===== src/rtl/sw_debounce.sv =====
// Purpose: synchronise and debounce WIDTH slide-switch lines, report per-bit changes and a sticky change irq.
// Latency: a raw level held from before edge k reaches sw_o at edge k+SYNC_STAGES+STABLE_CYCLES-1.
// Backpressure: none; outputs are free-running registered levels/pulses, irq_o held until acknowledged.
module sw_debounce #(
    parameter int WIDTH         = 16,
    parameter int SYNC_STAGES   = 2,
    parameter int STABLE_CYCLES = 10000
) (
    input  logic             clk_i,
    input  logic             rst_i,
    input  logic [WIDTH-1:0] sw_raw_i,
    output logic [WIDTH-1:0] sw_o,
    output logic [WIDTH-1:0] change_mask_o,
    output logic             changed_o,
    output logic             irq_o,
    input  logic             irq_ack_i
);

    localparam int CNT_W = $clog2(STABLE_CYCLES + 1);
    // Count value at which the next mismatching sample completes the stability window.
    localparam logic [CNT_W-1:0] CNT_LAST = CNT_W'(STABLE_CYCLES - 1);

    logic [WIDTH-1:0] sync_q [SYNC_STAGES];
    logic [CNT_W-1:0] cnt_q  [WIDTH];
    logic [CNT_W-1:0] cnt_d  [WIDTH];
    logic [WIDTH-1:0] sync_s;
    logic [WIDTH-1:0] sw_q;
    logic [WIDTH-1:0] sw_d;
    logic [WIDTH-1:0] mask_q;
    logic [WIDTH-1:0] mask_d;
    logic             chg_q;
    logic             irq_q;
    logic             irq_d;

    // Last synchroniser stage is the only copy of the pin the debounce logic looks at.
    assign sync_s = sync_q[SYNC_STAGES-1];

    // Plain flop chain per bit; nothing may sit between stages.
    always_ff @(posedge clk_i or posedge rst_i) begin
        if (rst_i) begin
            for (int i = 0; i < SYNC_STAGES; i++) begin
                sync_q[i] <= '0;
            end
        end else begin
            sync_q[0] <= sw_raw_i;
            for (int i = 1; i < SYNC_STAGES; i++) begin
                sync_q[i] <= sync_q[i-1];
            end
        end
    end

    // Per-bit stability counters, commit decision, change mask and irq next state.
    always_comb begin
        sw_d = sw_q;
        for (int i = 0; i < WIDTH; i++) begin
            cnt_d[i] = '0;
            if (sync_s[i] != sw_q[i]) begin
                if (cnt_q[i] == CNT_LAST) begin
                    sw_d[i] = sync_s[i];
                end else begin
                    cnt_d[i] = cnt_q[i] + 1'b1;
                end
            end
        end
        mask_d = sw_d ^ sw_q;
        // A commit on the same edge as an ack keeps the request asserted.
        irq_d = irq_q;
        if (|mask_d) begin
            irq_d = 1'b1;
        end else if (irq_ack_i) begin
            irq_d = 1'b0;
        end
    end

    // Register counters and all outputs; reset discards any partial count.
    always_ff @(posedge clk_i or posedge rst_i) begin
        if (rst_i) begin
            for (int i = 0; i < WIDTH; i++) begin
                cnt_q[i] <= '0;
            end
            sw_q   <= '0;
            mask_q <= '0;
            chg_q  <= 1'b0;
            irq_q  <= 1'b0;
        end else begin
            for (int i = 0; i < WIDTH; i++) begin
                cnt_q[i] <= cnt_d[i];
            end
            sw_q   <= sw_d;
            mask_q <= mask_d;
            chg_q  <= |mask_d;
            irq_q  <= irq_d;
        end
    end

    assign sw_o          = sw_q;
    assign change_mask_o = mask_q;
    assign changed_o     = chg_q;
    assign irq_o         = irq_q;

endmodule


===== config.mk =====
export PLATFORM = sky130hd
export DESIGN_NAME = sw_debounce
export DESIGN_NICKNAME = d
export VERILOG_FILES = /design/src/rtl/sw_debounce.sv
export SDC_FILE = /design/constraint.sdc
export NUM_CORES = 1
export LEC_CHECK = 0
export CORE_AREA = 2 2 229 164
export DETAILED_ROUTE_END_ITERATION = 16
export DIE_AREA = 0 0 231 166
export GPL_ROUTABILITY_DRIVEN = 0
export GPL_TIMING_DRIVEN = 0
export SETUP_SLACK_MARGIN = 0.3
export SLEW_MARGIN = 20
export SYNTH_ARGS = -nofsm -noshare
export SYNTH_HDL_FRONTEND = slang
export SYNTH_SLANG_ARGS = --single-unit

===== constraint.sdc =====
create_clock -name clk_i -period 10.1 [get_ports clk_i]
set_input_delay 2.525 -clock clk_i [delete_from_list [all_inputs] [get_ports clk_i]]
set_output_delay 2.525 -clock clk_i [all_outputs]
set_load 0.02 [all_outputs]

==> metrics.md <==
| Metric | Value |
|---|---|
| Status | finished, final reports clean |
| Leak | 0.00660 µW |
| FF+latch count, synth | 290 |
| TNS Setup | 0 ns |
| Kind of critical path | flop to output pin |
| Cells after synthesis | 1160 |
| Hold WS | 0.346 ns |
| Overflow after GRT | 0 |
| Number of synthesized flops with an enable pin | 0 |
| Area added between synthesis and finish | 19.1% |
| H-Tree Depth | 1 |
| Dpl cell area | 13800 µm² |
| Initial Utilization | 34.4% |
| R2R cell count | 7 |
| Peak Freq | 240 MHz |
| Worst EP required | 7.58 ns |
| Detailed-route wire length per cell | 12.5 µm |
| Ranking of synthesized cells by area | dfrtp_1, xnor2_1, nor2_1 |
| Largest net degree at the start of global routing | 34 |
| Share of layout cells above drive strength 1 | 7.21% |
| Row Count | 59 |
| Sequential share of the synthesized area | 58.1% |
| WP depth | 1 |
| Reg2Reg Setup Slack | 7.81 ns |
| DR iter-0 viols | 470 |
| CTS clk-pin slew, worst paths | 0.07 ns |
| Clk root buf | clkbuf_16 |
| Min cycle time layout | 4.17 ns |
| Clock buffer depth | 3 |
| Worst Hold Class | flop to flop |
| Crit-path max FO | 3 |
| Area share of the largest cell type after synthesis | 58.1% |
| Critical path capture point type | output pin |
| End of the critical path | sw_o[6] |
| Clock skew | 0.00945 ns |
| Router iterations before antenna repair | 4 |
| DRC errors left | 0 |
| Initial antenna violation count | 0 |
| Synth area leader | dfrtp_1 |
| Fin crit share | 41.2% |
| Cell at the slowest stage of the critical path | clkdlybuf4s50_1 |
| Commonest cells in the netlist | dfrtp_1, nor2_1, xnor2_1, xor2_1, nand3_1 |
| Mapped Nets | 1195 |
| Hold_buf cts | 0 |
| Unrepaired setup endpoints after global routing | false |
| Setup-failing EPs final | 0 |
| FF-to-FF End | irq_o$_DFFE_PP0P_ |
| Estimated wirelength of the detail-placed design | 15200 µm |
| WL final | 22000 µm |
| Insertion delay of the later-clocked pin in the worst-skew pair | 0.56 ns |
| Worst r2r src | cnt_q[14]$_DFF_PP0_ |
| CTS tree | done |
| Max incr delay on CP | 0.65 ns |
| Final hold violation count | 0 |
| Vias in the first global route | 7854 |
| Synth warnings | 0 |
| Max IR drop VDD | 0.105 mV |
| Post-CTS Resized | 0 |
| Setup Fix Bufs, Post-CTS | 0 |
| Ys async rst share | 100% |
| I/O pins | 53 |
| Total clock sinks | 290 |
| First-pass GRT wire length | 38200 µm |
| Design Area, Final | 14900 µm² |
| Pwr dens | 166 nW/µm² |
| Die Ht | 166 µm |
| Crit path buffers/inverters | 1 |
| Worst-path cell chain | clkdlybuf4s50_1 |
| Startpoint types | flop |
| WP data arrival | 1.64 ns |
| Routed Antenna Nets | 0 |
| Slew headroom | 60.9% |
| Cell with the most instances after synthesis | dfrtp_1 |
| Num CTS Buffers | 30 |
| Via density | 4.50 |
| Primary FF master, synth | dfrtp_1 |
| Synthesized area per cell | 10.8 µm² |
| Nets | 1288 |
| Synthesized area | 12500 µm² |
| Core footprint | 36300 µm² |
| Diodes inserted | 0 |
| Max_cap viols | 0 |
| Synth cell types | 39 |
| CP startpoint | sw_o[6]$_DFF_PP0_ |
| Worst-Margin Slew | 0.585 ns |
| Slew Limit Fails | 0 |
| Vias post-DR | 7932 |
| Die W | 231 µm |
| Pwr Total | 2460 µW |
| IO Port Bufs | 52 |
| CP top delay family | buffers and inverters |
| Total global routing track utilization | 11.8% |
| DIE AREA | 38300 µm² |
==> registers in the layout, indices dropped and copies added, names as in the netlist <==
register	count
changed_o	1
irq_o	1
sw_o	16
sync_q	16
change_mask_o	16
sync_s	16
cnt_q	224
==> kinds of logic (layout without fill, tap and decap cells) <==
family                     Yosys count  in the layout  share of synthesized area (%)
and+or+nand+nor                    578            578                           22.8
DFF                                290            290                           58.1
xor gates and xnor gates           200            200                           14.0
buffers and inverters               44            160                           1.41
adders and majority gates           16             16                           1.60
AOI/OAI and AO/OA                   16             16                          0.641
muxes                               16             16                           1.44
==> power breakdown <==
part	leakage [µW]	switching (µW)	internal [µW]	total [µW]
Combinational	0.00214	50.4	32.6	83.1
Sequential	0.00394	13.7	1180	1200
Clock	0.000523	458	725	1180
Total	0.00660	522	1940	2460
==> routing by layer <==
metal / vias to the layer above / track usage (%) / share of wire, %
met2: 72 / 17.3 / 42
met1: 3779 / 17.5 / 52
met5: - / 0 / 0
met4: 0 / 3.14 / 2.4
met3: 37 / 2.51 / 3.4
li1: 4044 / - / -
==> worst min path at each step <==
stage                               startpoint  slack (ns)                   end  depth (start not counted)
after CTS                 sync_q[31]$_DFF_PP0_        0.35  sync_s[15]$_DFF_PP0_                          0
final                     sync_q[31]$_DFF_PP0_        0.35  sync_s[15]$_DFF_PP0_                          0
after global routing      sync_q[23]$_DFF_PP0_        0.35   sync_s[7]$_DFF_PP0_                          0
after floorplan           sync_q[16]$_DFF_PP0_        0.33   sync_s[0]$_DFF_PP0_                          0
after global placement    sync_q[16]$_DFF_PP0_        0.33   sync_s[0]$_DFF_PP0_                          0
after detailed placement  sync_q[19]$_DFF_PP0_        0.34   sync_s[3]$_DFF_PP0_                          0
==> cell type report <==
| cell class | count | area (µm²) |
|---|---|---|
| Timing Repair Buffer | 61 | 701 |
| Tap cell | 488 | 611 |
| Clock inverter | 15 | 214 |
| Clock buffer | 40 | 860 |
| Buffer | 16 | 71.3 |
| Multi-Input combinational cell | 826 | 5050 |
| Fill cell | 3471 | 21400 |
| Inverter | 28 | 109 |
| Sequential cell | 290 | 7260 |
==> layout by cell type (no fill, tap or decap), types with 15 or more instances in the layout <==
master           count
and3_1              69
clkbuf_1            15
clkbuf_16           31
clkdlybuf4s50_1     52
dfrtp_1            290
ha_1                16
inv_1               27
mux2_2              16
nand2_1             71
nand3_1             75
nand4_1             18
nor2_1             247
nor3_1              17
nor4_1              16
xnor2_1            112
xor2_1              88
==> through the flow <==
stage | worst slack, ns | util (%) | cells
after floorplan | 3.73 | - | 1160
after global placement | 1.56 | 37.5 | 1700
after detailed placement | 6.07 | 38.0 | 1709
after CTS | 5.87 | 41.0 | 1764
after global routing | 5.86 | 41.0 | 1764
final | 5.93 | 41.0 | 1764
==> worst register-to-register path, stage by stage (launching register included) <==
cell	delay (ns)
dfrtp_1	0.39
ha_1	0.23
and3_1	0.24
nand2_1	0.07
and4b_1	0.26
or4_1	0.69
nor2_1	0.20
nand3_1	0.09
Power figures use the tool's default switching activity.
